--- src/rtl/i2c_reg_target_pkg.sv ---
// Shared definitions for the I2C register target: FSM states, widths,
// default device address and the register-pointer increment helper.
package i2c_reg_target_pkg;

  localparam int REG_WIDTH = 8;
  localparam int PTR_WIDTH = 8;
  localparam logic [6:0] DEFAULT_DEV_ADDR = 7'h70;

  typedef enum logic [3:0] {
    ST_IDLE,
    ST_ADDR,
    ST_ADDR_ACK,
    ST_PTR,
    ST_PTR_ACK,
    ST_WR,
    ST_WR_ACK,
    ST_RD,
    ST_RD_ACK,
    ST_IGNORE
  } state_t;

  // Advance the register pointer, wrapping to 0 after the last mapped register
  // (an out-of-range pointer also wraps back to 0).
  function automatic logic [PTR_WIDTH-1:0] ptrInc(input logic [PTR_WIDTH-1:0] p,
                                                  input int numRegs);
    if ({{(32-PTR_WIDTH){1'b0}}, p} >= 32'(numRegs - 1))
      return '0;
    else
      return p + PTR_WIDTH'(1);
  endfunction

endpackage

--- src/rtl/i2c_reg_target_if.sv ---
// I2C pin bundle as seen by the target: synchronized SCL/SDA in,
// open-drain SDA drive (value is always 0, only the enable matters) out.
interface i2c_reg_target_if;

  logic scl;
  logic sda_i;
  logic sda_o;
  logic sda_oe;

  modport slave (
    input  scl,
    input  sda_i,
    output sda_o,
    output sda_oe
  );

  modport master (
    output scl,
    output sda_i,
    input  sda_o,
    input  sda_oe
  );

endinterface

--- src/rtl/i2c_bus_events.sv ---
// Bus event detector: keeps the previous SCL/SDA samples and flags
// START, STOP and SCL edges as single-cycle pulses.
module i2c_bus_events (
  input  logic clk,
  input  logic rstb,
  input  logic i_ena,
  input  logic i_scl,
  input  logic i_sda,
  output logic o_start,
  output logic o_stop,
  output logic o_sclRise,
  output logic o_sclFall
);

  logic r_sclQ;
  logic r_sdaQ;

  // Previous-cycle samples; reset high so an idle bus never looks like a START.
  always_ff @(posedge clk or negedge rstb) begin
    if (!rstb) begin
      r_sclQ <= 1'b1;
      r_sdaQ <= 1'b1;
    end else if (i_ena) begin
      r_sclQ <= i_scl;
      r_sdaQ <= i_sda;
    end
  end

  assign o_start   = r_sclQ &  r_sdaQ & ~i_sda;
  assign o_stop    = r_sclQ & ~r_sdaQ &  i_sda;
  assign o_sclRise = ~r_sclQ &  i_scl;
  assign o_sclFall =  r_sclQ & ~i_scl;

endmodule

--- src/rtl/i2c_reg_target.sv ---
// I2C target giving an external controller read/write access to the
// config register bank and read access to the status bank.
module i2c_reg_target
  import i2c_reg_target_pkg::*;
#(
  parameter int         NUM_CFG    = 8,
  parameter int         NUM_STATUS = 8,
  parameter int         REG_WIDTH  = i2c_reg_target_pkg::REG_WIDTH,
  parameter logic [6:0] DEV_ADDR   = DEFAULT_DEV_ADDR
) (
  input  logic                            clk,
  input  logic                            rstb,
  input  logic                            ena,
  input  logic                            i2c_en,
  i2c_reg_target_if.slave                 bus,
  output logic [NUM_CFG*REG_WIDTH-1:0]    config_regs,
  input  logic [NUM_STATUS*REG_WIDTH-1:0] status_regs
);

  localparam int NUM_REGS = NUM_CFG + NUM_STATUS;
  localparam logic [PTR_WIDTH-1:0] CFG_LIMIT = PTR_WIDTH'(NUM_CFG);

  state_t                       r_state, w_stateNext;
  logic [2:0]                   r_bitCnt, w_bitCntNext;
  logic [REG_WIDTH-1:0]         r_shift, w_shiftNext;
  logic [PTR_WIDTH-1:0]         r_ptr, w_ptrNext;
  logic                         r_sdaOe, w_sdaOeNext;
  logic                         w_cfgWe;
  logic [NUM_CFG*REG_WIDTH-1:0] r_cfg;
  logic [REG_WIDTH-1:0]         w_byteIn;
  logic [REG_WIDTH-1:0]         w_rdData;
  logic                         w_start, w_stop, w_sclRise, w_sclFall;

  i2c_bus_events u_events (
    .clk       (clk),
    .rstb      (rstb),
    .i_ena     (ena),
    .i_scl     (bus.scl),
    .i_sda     (bus.sda_i),
    .o_start   (w_start),
    .o_stop    (w_stop),
    .o_sclRise (w_sclRise),
    .o_sclFall (w_sclFall)
  );

  assign w_byteIn = {r_shift[REG_WIDTH-2:0], bus.sda_i};

  // Register at the current pointer; anything outside the map reads as zero.
  always_comb begin
    w_rdData = '0;
    for (int k = 0; k < NUM_CFG; k++)
      if (r_ptr == PTR_WIDTH'(k))
        w_rdData = r_cfg[k*REG_WIDTH +: REG_WIDTH];
    for (int k = 0; k < NUM_STATUS; k++)
      if (r_ptr == PTR_WIDTH'(NUM_CFG + k))
        w_rdData = status_regs[k*REG_WIDTH +: REG_WIDTH];
  end

  // Protocol FSM: bit counter doubles as the "ACK already driven" flag in ACK states.
  always_comb begin
    w_stateNext  = r_state;
    w_bitCntNext = r_bitCnt;
    w_shiftNext  = r_shift;
    w_ptrNext    = r_ptr;
    w_sdaOeNext  = r_sdaOe;
    w_cfgWe      = 1'b0;

    if (!i2c_en) begin
      w_stateNext  = ST_IDLE;
      w_bitCntNext = '0;
      w_sdaOeNext  = 1'b0;
    end else if (w_start) begin
      w_stateNext  = ST_ADDR;
      w_bitCntNext = '0;
      w_sdaOeNext  = 1'b0;
    end else if (w_stop) begin
      w_stateNext  = ST_IDLE;
      w_bitCntNext = '0;
      w_sdaOeNext  = 1'b0;
    end else begin
      case (r_state)
        ST_ADDR: begin
          if (w_sclRise) begin
            w_shiftNext  = w_byteIn;
            w_bitCntNext = r_bitCnt + 3'd1;
            if (r_bitCnt == 3'd7)
              w_stateNext = (w_byteIn[REG_WIDTH-1:1] == DEV_ADDR) ? ST_ADDR_ACK : ST_IGNORE;
          end
        end
        ST_ADDR_ACK: begin
          if (w_sclFall) begin
            if (r_bitCnt == 3'd0) begin
              w_sdaOeNext  = 1'b1;
              w_bitCntNext = 3'd1;
            end else begin
              w_bitCntNext = '0;
              if (r_shift[0]) begin
                w_shiftNext = w_rdData;
                w_sdaOeNext = ~w_rdData[REG_WIDTH-1];
                w_stateNext = ST_RD;
              end else begin
                w_sdaOeNext = 1'b0;
                w_stateNext = ST_PTR;
              end
            end
          end
        end
        ST_PTR: begin
          if (w_sclRise) begin
            w_shiftNext  = w_byteIn;
            w_bitCntNext = r_bitCnt + 3'd1;
            if (r_bitCnt == 3'd7) begin
              w_ptrNext   = w_byteIn;
              w_stateNext = ST_PTR_ACK;
            end
          end
        end
        ST_WR: begin
          if (w_sclRise) begin
            w_shiftNext  = w_byteIn;
            w_bitCntNext = r_bitCnt + 3'd1;
            if (r_bitCnt == 3'd7) begin
              w_cfgWe     = (r_ptr < CFG_LIMIT);
              w_ptrNext   = ptrInc(r_ptr, NUM_REGS);
              w_stateNext = ST_WR_ACK;
            end
          end
        end
        ST_PTR_ACK, ST_WR_ACK: begin
          if (w_sclFall) begin
            if (r_bitCnt == 3'd0) begin
              w_sdaOeNext  = 1'b1;
              w_bitCntNext = 3'd1;
            end else begin
              w_sdaOeNext  = 1'b0;
              w_bitCntNext = '0;
              w_stateNext  = ST_WR;
            end
          end
        end
        ST_RD: begin
          if (w_sclFall) begin
            if (r_bitCnt == 3'd7) begin
              w_sdaOeNext  = 1'b0;
              w_bitCntNext = '0;
              w_stateNext  = ST_RD_ACK;
            end else begin
              w_shiftNext  = {r_shift[REG_WIDTH-2:0], r_shift[REG_WIDTH-1]};
              w_sdaOeNext  = ~r_shift[REG_WIDTH-2];
              w_bitCntNext = r_bitCnt + 3'd1;
            end
          end
        end
        ST_RD_ACK: begin
          if (w_sclRise) begin
            if (bus.sda_i) begin
              w_stateNext = ST_IGNORE;
            end else begin
              w_ptrNext    = ptrInc(r_ptr, NUM_REGS);
              w_bitCntNext = 3'd1;
            end
          end else if (w_sclFall && r_bitCnt == 3'd1) begin
            w_shiftNext  = w_rdData;
            w_sdaOeNext  = ~w_rdData[REG_WIDTH-1];
            w_bitCntNext = '0;
            w_stateNext  = ST_RD;
          end
        end
        default: begin
          w_sdaOeNext = 1'b0;
        end
      endcase
    end
  end

  // State and datapath registers; everything freezes while ena is low.
  always_ff @(posedge clk or negedge rstb) begin
    if (!rstb) begin
      r_state  <= ST_IDLE;
      r_bitCnt <= '0;
      r_shift  <= '0;
      r_ptr    <= '0;
      r_sdaOe  <= 1'b0;
      r_cfg    <= '0;
    end else if (ena) begin
      r_state  <= w_stateNext;
      r_bitCnt <= w_bitCntNext;
      r_shift  <= w_shiftNext;
      r_ptr    <= w_ptrNext;
      r_sdaOe  <= w_sdaOeNext;
      for (int k = 0; k < NUM_CFG; k++)
        if (w_cfgWe && r_ptr == PTR_WIDTH'(k))
          r_cfg[k*REG_WIDTH +: REG_WIDTH] <= w_byteIn;
    end
  end

  assign bus.sda_o   = 1'b0;
  assign bus.sda_oe  = r_sdaOe & i2c_en;
  assign config_regs = r_cfg;

endmodule

--- src/flat_wrapper.sv ---
// flat-port wrapper written by rule: the top's interface ports become plain ports
module i2c_reg_target_flat import i2c_reg_target_pkg::*;
#(
  parameter int         NUM_CFG    = 8,
  parameter int         NUM_STATUS = 8,
  parameter int         REG_WIDTH  = i2c_reg_target_pkg::REG_WIDTH,
  parameter logic [6:0] DEV_ADDR   = DEFAULT_DEV_ADDR
)
  (clk, rstb, ena, i2c_en, config_regs, status_regs, bus_scl, bus_sda_i, bus_sda_o, bus_sda_oe);
  i2c_reg_target_if bus_i ();
  input  logic clk;
  input  logic rstb;
  input  logic ena;
  input  logic i2c_en;
  output logic [NUM_CFG*REG_WIDTH-1:0] config_regs;
  input  logic [NUM_STATUS*REG_WIDTH-1:0] status_regs;
  input wire logic [$bits(bus_i.scl)-1:0] bus_scl;
  input wire logic [$bits(bus_i.sda_i)-1:0] bus_sda_i;
  output wire logic [$bits(bus_i.sda_o)-1:0] bus_sda_o;
  output wire logic [$bits(bus_i.sda_oe)-1:0] bus_sda_oe;
  assign bus_i.scl = bus_scl;
  assign bus_i.sda_i = bus_sda_i;
  assign bus_sda_o = bus_i.sda_o;
  assign bus_sda_oe = bus_i.sda_oe;
  i2c_reg_target #(.NUM_CFG(NUM_CFG), .NUM_STATUS(NUM_STATUS), .REG_WIDTH(REG_WIDTH), .DEV_ADDR(DEV_ADDR)) u_core (.clk(clk), .rstb(rstb), .ena(ena), .i2c_en(i2c_en), .bus(bus_i), .config_regs(config_regs), .status_regs(status_regs));
endmodule
--- config.mk ---
export PLATFORM = sky130hd
export DESIGN_NAME = i2c_reg_target_flat
export DESIGN_NICKNAME = d
export VERILOG_FILES = /design/src/rtl/i2c_reg_target_pkg.sv /design/src/rtl/i2c_reg_target_if.sv /design/src/rtl/i2c_bus_events.sv /design/src/rtl/i2c_reg_target.sv /design/src/flat_wrapper.sv
export SDC_FILE = /design/constraint.sdc
export NUM_CORES = 1
export LEC_CHECK = 0
export CAP_MARGIN = 20
export CORE_UTILIZATION = 30
export CTS_CLUSTER_SIZE = 30
export DETAILED_ROUTE_END_ITERATION = 16
export PLACE_DENSITY = 0.54
export SYNTH_ARGS = -nofsm -noshare
export SYNTH_HDL_FRONTEND = slang
export SYNTH_HIERARCHICAL = 1
export SYNTH_SLANG_ARGS = --single-unit
--- constraint.sdc ---
create_clock -name clk -period 6.19 [get_ports clk]
set_input_delay 0.619 -clock clk [delete_from_list [all_inputs] [get_ports clk]]
set_output_delay 0.619 -clock clk [all_outputs]
set_load 0.05 [all_outputs]
==> results of run 1 <==
[placed cells by master, fill, tap and decap left out, types with 10 or more instances in the layout]
cell	n
clkdlybuf4s50_1	133
dfrtp_1	88
mux2_2	63
a21oi_1	48
nand2_1	45
o21ai_0	39
nor2_1	32
nor3_1	28
nand3_1	21
inv_1	20
o22ai_1	14
nand4_1	11
a31oi_1	11
buf_4	10
nand2b_1	10
[worst reg2reg max path, delay by kind of cell (launching register included)]
family / cells / cell delay (ns)
flops: 1 / 0.45
simple gates: 3 / 0.83
compound gates: 3 / 1.15
buf+inv: 1 / 0.14
fa+ha+maj: 1 / 0.62
[report_power, final]
group / switching (mW) / internal (mW) / leakage [nW]
logic: 1.20 / 0.577 / 1.97
registers: 0.232 / 0.646 / 1.22
clock network: 0.289 / 0.289 / 0.147
total: 1.72 / 1.51 / 3.34
[per-stage QoR]
step / util / area [µm²] / std cells / setup slack [ns]
2_1_floorplan: - / 6300 / 688 / 3.811
3_3_place_gp: 0.3803 / 7770 / 1046 / 2.382
3_5_place_dp: 0.3803 / 7770 / 1046 / 2.368
4_1_cts: 0.3955 / 8080 / 1062 / 2.737
5_1_grt: 0.3969 / 8108 / 1063 / 2.473
6_report: 0.3969 / 8108 / 1063 / 2.719
[synth_stat cells, drive strengths merged (7+ instances only)]
cell type / count
o211ai: 7
mux2i: 9
clkbuf: 38
nand2: 51
nand4: 11
a22oi: 7
a21o: 9
or3: 8
a221oi: 9
inv: 20
a31oi: 11
o21ai: 43
mux2: 66
dfrtp: 88
nand3: 22
nor2: 35
nor4: 8
a211oi: 8
nand2b: 10
a2111oi: 7
o22ai: 14
ha: 8
buf: 17
nor3: 31
nor2b: 9
a21oi: 48
[worst max path at each step]
stage / start / cells past startpoint / slack [ns] / end
after floorplan: bus_scl / 8 / 3.81 / u_core/r_shift[5]
after global placement: bus_sda_i / 8 / 2.38 / u_core/config_regs[6]
after detailed placement: bus_sda_i / 8 / 2.37 / u_core/config_regs[0]
after CTS: bus_sda_i / 8 / 2.74 / u_core/config_regs[0]
after global routing: bus_sda_i / 8 / 2.47 / u_core/config_regs[0]
final: bus_sda_i / 8 / 2.72 / u_core/config_regs[0]
[flip-flops by register name, summed over array words and instances, names as in the netlist]
| name | count |
|---|---|
| u_core/config_regs | 64 |
| u_core/r_ptr | 8 |
| u_core/r_shift | 8 |
| u_core/r_state | 4 |
| u_core/r_bitCnt | 3 |
| u_core/r_sdaOe | 1 |
| u_core/u_events/r_sclQ | 1 |
| u_core/u_events/r_sdaQ | 1 |
[metal layers]
metal / vias to the layer above / GRT usage / wire length (µm)
li1: 2810 / - / -
met1: 3141 / 0.3266 / 10950
met2: 369 / 0.3839 / 11990
met3: 54 / 0.05435 / 2442
met4: 0 / 0.09381 / 857
met5: - / 0 / 0
[cell families after synthesis]
family,after synthesis,share of synthesized area
compound gates,217,0.2369
xor+xnor,2,0.002781
fa+ha+maj,8,0.01589
buf+inv,76,0.05700
flops,90,0.3579
mux,75,0.1335
other cells,1,0.0005953
simple gates,219,0.1954
[final cells by class]
cell class / instances / area, µm² / area share
multi-input cells: 522 / 3692 / 0.4554
flip-flops and latches: 90 / 2255 / 0.2781
repair buffers: 144 / 1434 / 0.1769
well taps: 270 / 337.8 / 0.04167
clock buffers: 9 / 225.2 / 0.02778
clock inverters: 7 / 85.08 / 0.01049
inverters: 21 / 78.83 / 0.009722
==> results.sh, run 1 <==
export IMPL_status="complete, no violations"
export IMPL_drt_iter0_markers=608
export IMPL_synth_main_ff_cell="dfrtp_1"
export IMPL_portBuffers=134
export IMPL_p_total_mw=3.228
export IMPL_ys_seq_area_frac=0.3579
export IMPL_fin_crit_ns=3.471
export IMPL_dpl_hpwl_um=18590
export IMPL_drtAntennaViolNets=0
export IMPL_clkTransAtPathRegs_ns=0.07
export IMPL_slowest_stage="clkdlybuf4s50_1"
export IMPL_power_density_mw_per_mm2=398.2
export IMPL_std_cell_rows=52
export IMPL_whs_ns=0.07782
export IMPL_grt_max_degree=81
export IMPL_finalCritPeriodShare=0.5607
export IMPL_num_fill_cells=2081
export IMPL_critPathTopFamily="simple AND/OR/NAND/NOR gates"
export IMPL_wirelength_um=26240
export IMPL_final_hold_viol_count=0
export IMPL_rr_worst_depth=8
export IMPL_grt_use_total=0.2442
export IMPL_dieArea_mm2=0.02158
export IMPL_syn_inst=688
export IMPL_vdd_ir_drop_max_v=0.0001988
export IMPL_worstPathRequired_ns=6.43
export IMPL_clkSinkCount=90
export IMPL_yosysTopAreaCellShare=0.3496
export IMPL_synth_area_leaders="dfrtp_1 35%, mux2_2 11%, a21oi_1 3.8%, o21ai_0 3.1%, nand2_1 2.7%"
export IMPL_finalMaxSlewViolations=0
export IMPL_clock_skew_ns=0.007939
export IMPL_ys_ff_latch=90
export IMPL_worst_slew_pin_slew_ns=1.027
export IMPL_gp_congestion=0.9371
export IMPL_drc=0
export IMPL_grt_overflow_total=0
export IMPL_fmax_ghz=0.2881
export IMPL_drive_gt1_frac=0.1589
export IMPL_antenna_cells=0
export IMPL_critPathBufInv=1
export IMPL_rsz0062_at_grt="false"
export IMPL_drt_wirelength_per_cell_um=24.69
export IMPL_firstDrtPassIters=6
export IMPL_crit_chain="clkdlybuf4s50_1, and3b_1, nor3b_2, and2_1, nand4_1, nor2_1, nand2_1, mux2_2"
export IMPL_relSlewSlack=0.3153
export IMPL_crit_fanout=15
export IMPL_initial_core_util=0.3084
export IMPL_crit_arrival_ns=3.72
export IMPL_postCtsSetupBuffers=0
export IMPL_die_x_um=146.9
export IMPL_drv_cap=0
export IMPL_nNetsFinal=866
export IMPL_cts_hold_fix_buffers=0
export IMPL_grt_pass1_vias=6183
export IMPL_cts_tree="built"
export IMPL_antenna_found_initial=0
export IMPL_numCtsBuffers=9
export IMPL_synth_edff_count=0
export IMPL_setup_viol=0
export IMPL_yosysTopAreaCell="dfrtp_1"
export IMPL_synth_nets=766
export IMPL_timing_setup_tns_ns=0
export IMPL_syn_to_final_growth_pct=28.70
export IMPL_netlist_area_mm2=0.006300
export IMPL_fp_dieH_um=146.9
export IMPL_htreeDepth=3
export IMPL_regToRegSetupSlack_ns=2.85
export IMPL_yosysWarnings=6
export IMPL_grt_first_pass_wirelength_um=39150
export IMPL_cp_start_kind="input port"
export IMPL_endpoint_kind="register"
export IMPL_ys_types=88
export IMPL_r2r_start="u_core/r_ptr[0]"
export IMPL_clk_path_buf_depth=2
export IMPL_coreArea_mm2=0.02043
export IMPL_power_leakage_nw=3.335
export IMPL_ctsResizeCount=0
export IMPL_synthArstFlopShare=1.000
export IMPL_num_io_pins=136
export IMPL_root_buffer="clkbuf_16"
export IMPL_r2r_end="u_core/r_shift[1]"
export IMPL_routed_via_count=6374
export IMPL_vias_per_cell=5.996
export IMPL_cp_slowest_stage_delay_ns=0.80
export IMPL_criticalPathCategory="input port to register"
export IMPL_clkLatencyLatePin_ns=0.36
export IMPL_hp_class="input port to asynchronous set/reset pin"
export IMPL_synth_area_per_cell_um2=9.157
Note: power is estimated with default switching activity, not from simulation.
==> run 2: changes to the inputs <==
--- a/config.mk
+++ b/config.mk
@@ -9,7 +9,7 @@
 export CORE_UTILIZATION = 30
 export CTS_CLUSTER_SIZE = 30
 export DETAILED_ROUTE_END_ITERATION = 16
-export PLACE_DENSITY = 0.54
+export PLACE_DENSITY = 0.56
 export SYNTH_ARGS = -nofsm -noshare
 export SYNTH_HDL_FRONTEND = slang
 export SYNTH_HIERARCHICAL = 1
==> constraint.sdc (replaced) <==
create_clock -name clk -period 2.9 [get_ports clk]
set_input_delay 0.29 -clock clk [delete_from_list [all_inputs] [get_ports clk]]
set_output_delay 0.29 -clock clk [all_outputs]
set_load 0.05 [all_outputs]
==> results.sh, run 2 (synthesized netlist as in run 1, its figures left out) <==
export IMPL_rsz0062_at_grt="false"
export IMPL_num_io_pins=136
export IMPL_wl_met1_um=10990
export IMPL_routed_via_count=6584
export IMPL_placed_cell_area_mm2=0.008163
export IMPL_portBuffers=134
export IMPL_regToRegSetupSlack_ns=0.08
export IMPL_vdd_ir_drop_max_v=0.0003959
export IMPL_dieArea_mm2=0.02158
export IMPL_clkTransAtPathRegs_ns=0.08
export IMPL_cp_start_kind="register"
export IMPL_dpl_hpwl_um=19660
export IMPL_cts_tree="built"
export IMPL_status="complete, no violations"
export IMPL_crit_arrival_ns=3.10
export IMPL_worstPathRequired_ns=3.17
export IMPL_finalMaxSlewViolations=0
export IMPL_drtAntennaViolNets=0
export IMPL_layout_common_cells="133 x clkdlybuf4s50_1, 88 x dfrtp_1, 63 x mux2_2"
export IMPL_clkLatencyLatePin_ns=0.36
export IMPL_fp_dieH_um=146.9
export IMPL_drt_iter0_markers=658
export IMPL_drc=0
export IMPL_drt_wirelength_per_cell_um=23.93
export IMPL_drv_cap=0
export IMPL_worstSetupStartpoint="u_core/r_ptr[0]"
export IMPL_wirelength_um=26610
export IMPL_gp_congestion=0.9709
export IMPL_r2r_end="u_core/r_shift[6]"
export IMPL_finalCritPeriodShare=0.9740
export IMPL_fin_ws_ns=0.07544
export IMPL_nNetsFinal=915
export IMPL_std_cell_rows=52
export IMPL_drive_gt1_frac=0.2067
export IMPL_final_hold_viol_count=0
export IMPL_htreeDepth=3
export IMPL_grt_overflow_total=0
export IMPL_ctsResizeCount=0
export IMPL_dpl_worst_slack_ns=0.06503
export IMPL_fmax_ghz=0.3540
export IMPL_relSlewSlack=0.4284
export IMPL_largest_register_ffs=64
export IMPL_criticalPathCategory="register to register"
export IMPL_highest_layer="met4"
export IMPL_firstDrtPassIters=5
export IMPL_layout_commonest_cell="clkdlybuf4s50_1"
export IMPL_clock_skew_ns=0.01024
export IMPL_route_met3_wl_um=2393
export IMPL_design_area_mm2=0.008467
export IMPL_numCtsBuffers=9
export IMPL_rr_worst_depth=8
export IMPL_clk_path_buf_depth=2
export IMPL_power_leakage_nw=3.565
export IMPL_vias_per_cell=5.921
export IMPL_power_density_mw_per_mm2=870.9
export IMPL_crit_fanout=6
export IMPL_wl_met2_um=12180
export IMPL_timing_setup_tns_ns=0
export IMPL_fin_crit_ns=2.825
export IMPL_postCtsSetupBuffers=0
export IMPL_grt_first_pass_wirelength_um=40220
export IMPL_endpoint_kind="register"
export IMPL_die_x_um=146.9
export IMPL_grt_use_total=0.2493
export IMPL_clkSinkCount=90
export IMPL_antenna_cells=0
export IMPL_setup_viol=0
export IMPL_r2r_start="u_core/r_ptr[0]"
export IMPL_root_buffer="clkbuf_16"
export IMPL_hp_class="input port to asynchronous set/reset pin"
export IMPL_coreArea_mm2=0.02043
export IMPL_worst_slew_pin_slew_ns=0.8358
export IMPL_initial_core_util=0.3084
export IMPL_grt_max_degree=48
export IMPL_whs_ns=0.4759
export IMPL_syn_to_final_growth_pct=34.40
export IMPL_endpoint="u_core/r_shift[6]"
export IMPL_antenna_found_initial=0
export IMPL_grt_pass1_vias=6536
-- run 2: how the worst min path moves through the flow --
stage / startpoint / to / depth (start not counted)
5_1_grt: rstb / u_core/r_sdaOe / 2
4_1_cts: rstb / u_core/r_sdaOe / 2
2_1_floorplan: rstb / u_core/config_regs[0] / 0
3_3_place_gp: rstb / u_core/r_sdaOe / 1
3_5_place_dp: rstb / u_core/r_sdaOe / 1
6_report: rstb / u_core/r_sdaOe / 2
-- run 2: per-stage QoR --
| step | power (mW) | utilization | std cells |
|---|---|---|---|
| detailed placement | 5.999 | 0.3996 | 1095 |
| global placement | 6.007 | 0.3996 | 1095 |
| CTS | 7.238 | 0.4144 | 1112 |
| floorplan | 4.319 | - | 688 |
| finish | 7.374 | 0.4144 | 1112 |
| global route | 7.711 | 0.4144 | 1112 |
-- run 2: metal layers --
layer,vias to the layer above,global-route usage
met4,0,0.1160
met2,399,0.3900
met5,-,0
met1,3214,0.3293
li1,2908,-
met3,63,0.05155
-- run 2: what timing repair did --
action / 4_1_cts / 5_1_grt
endpoints found under the setup margin: 0 / 0
hold buffers: 1 / 0
endpoints found under the hold margin: 41 / 0
-- run 2: cell type report --
cell class | instances | area (µm²)
inverter | 21 | 78.83
clock inverter | 7 | 68.82
sequential | 90 | 2255
tap | 270 | 337.8
multi-input combinational | 522 | 3692
timing repair buffer | 193 | 1809
fill | 2095 | 11960
clock buffer | 9 | 225.2
-- run 2: power by group --
group | internal [mW] | switching, mW
clock network | 0.606 | 0.617
registers | 1.38 | 0.384
logic | 1.61 | 2.78
total | 3.60 | 3.78
-- run 2: critical path, cell delays in order, from the launching register on --
cell	delay, ns
dfrtp_1	0.45
inv_1	0.15
ha_1	0.26
or3b_2	0.51
nor2_1	0.39
a221oi_1	0.22
o221ai_1	0.26
a31oi_1	0.21
a211oi_1	0.29
==> run 3: changes to the inputs <==
--- a/config.mk
+++ b/config.mk
@@ -10,6 +10,7 @@
 export CTS_CLUSTER_SIZE = 30
 export DETAILED_ROUTE_END_ITERATION = 16
 export PLACE_DENSITY = 0.56
+export SLEW_MARGIN = 15
 export SYNTH_ARGS = -nofsm -noshare
 export SYNTH_HDL_FRONTEND = slang
 export SYNTH_HIERARCHICAL = 1
==> results of run 3 <==
Final layout, timing and power as in run 2 (identical DEF).
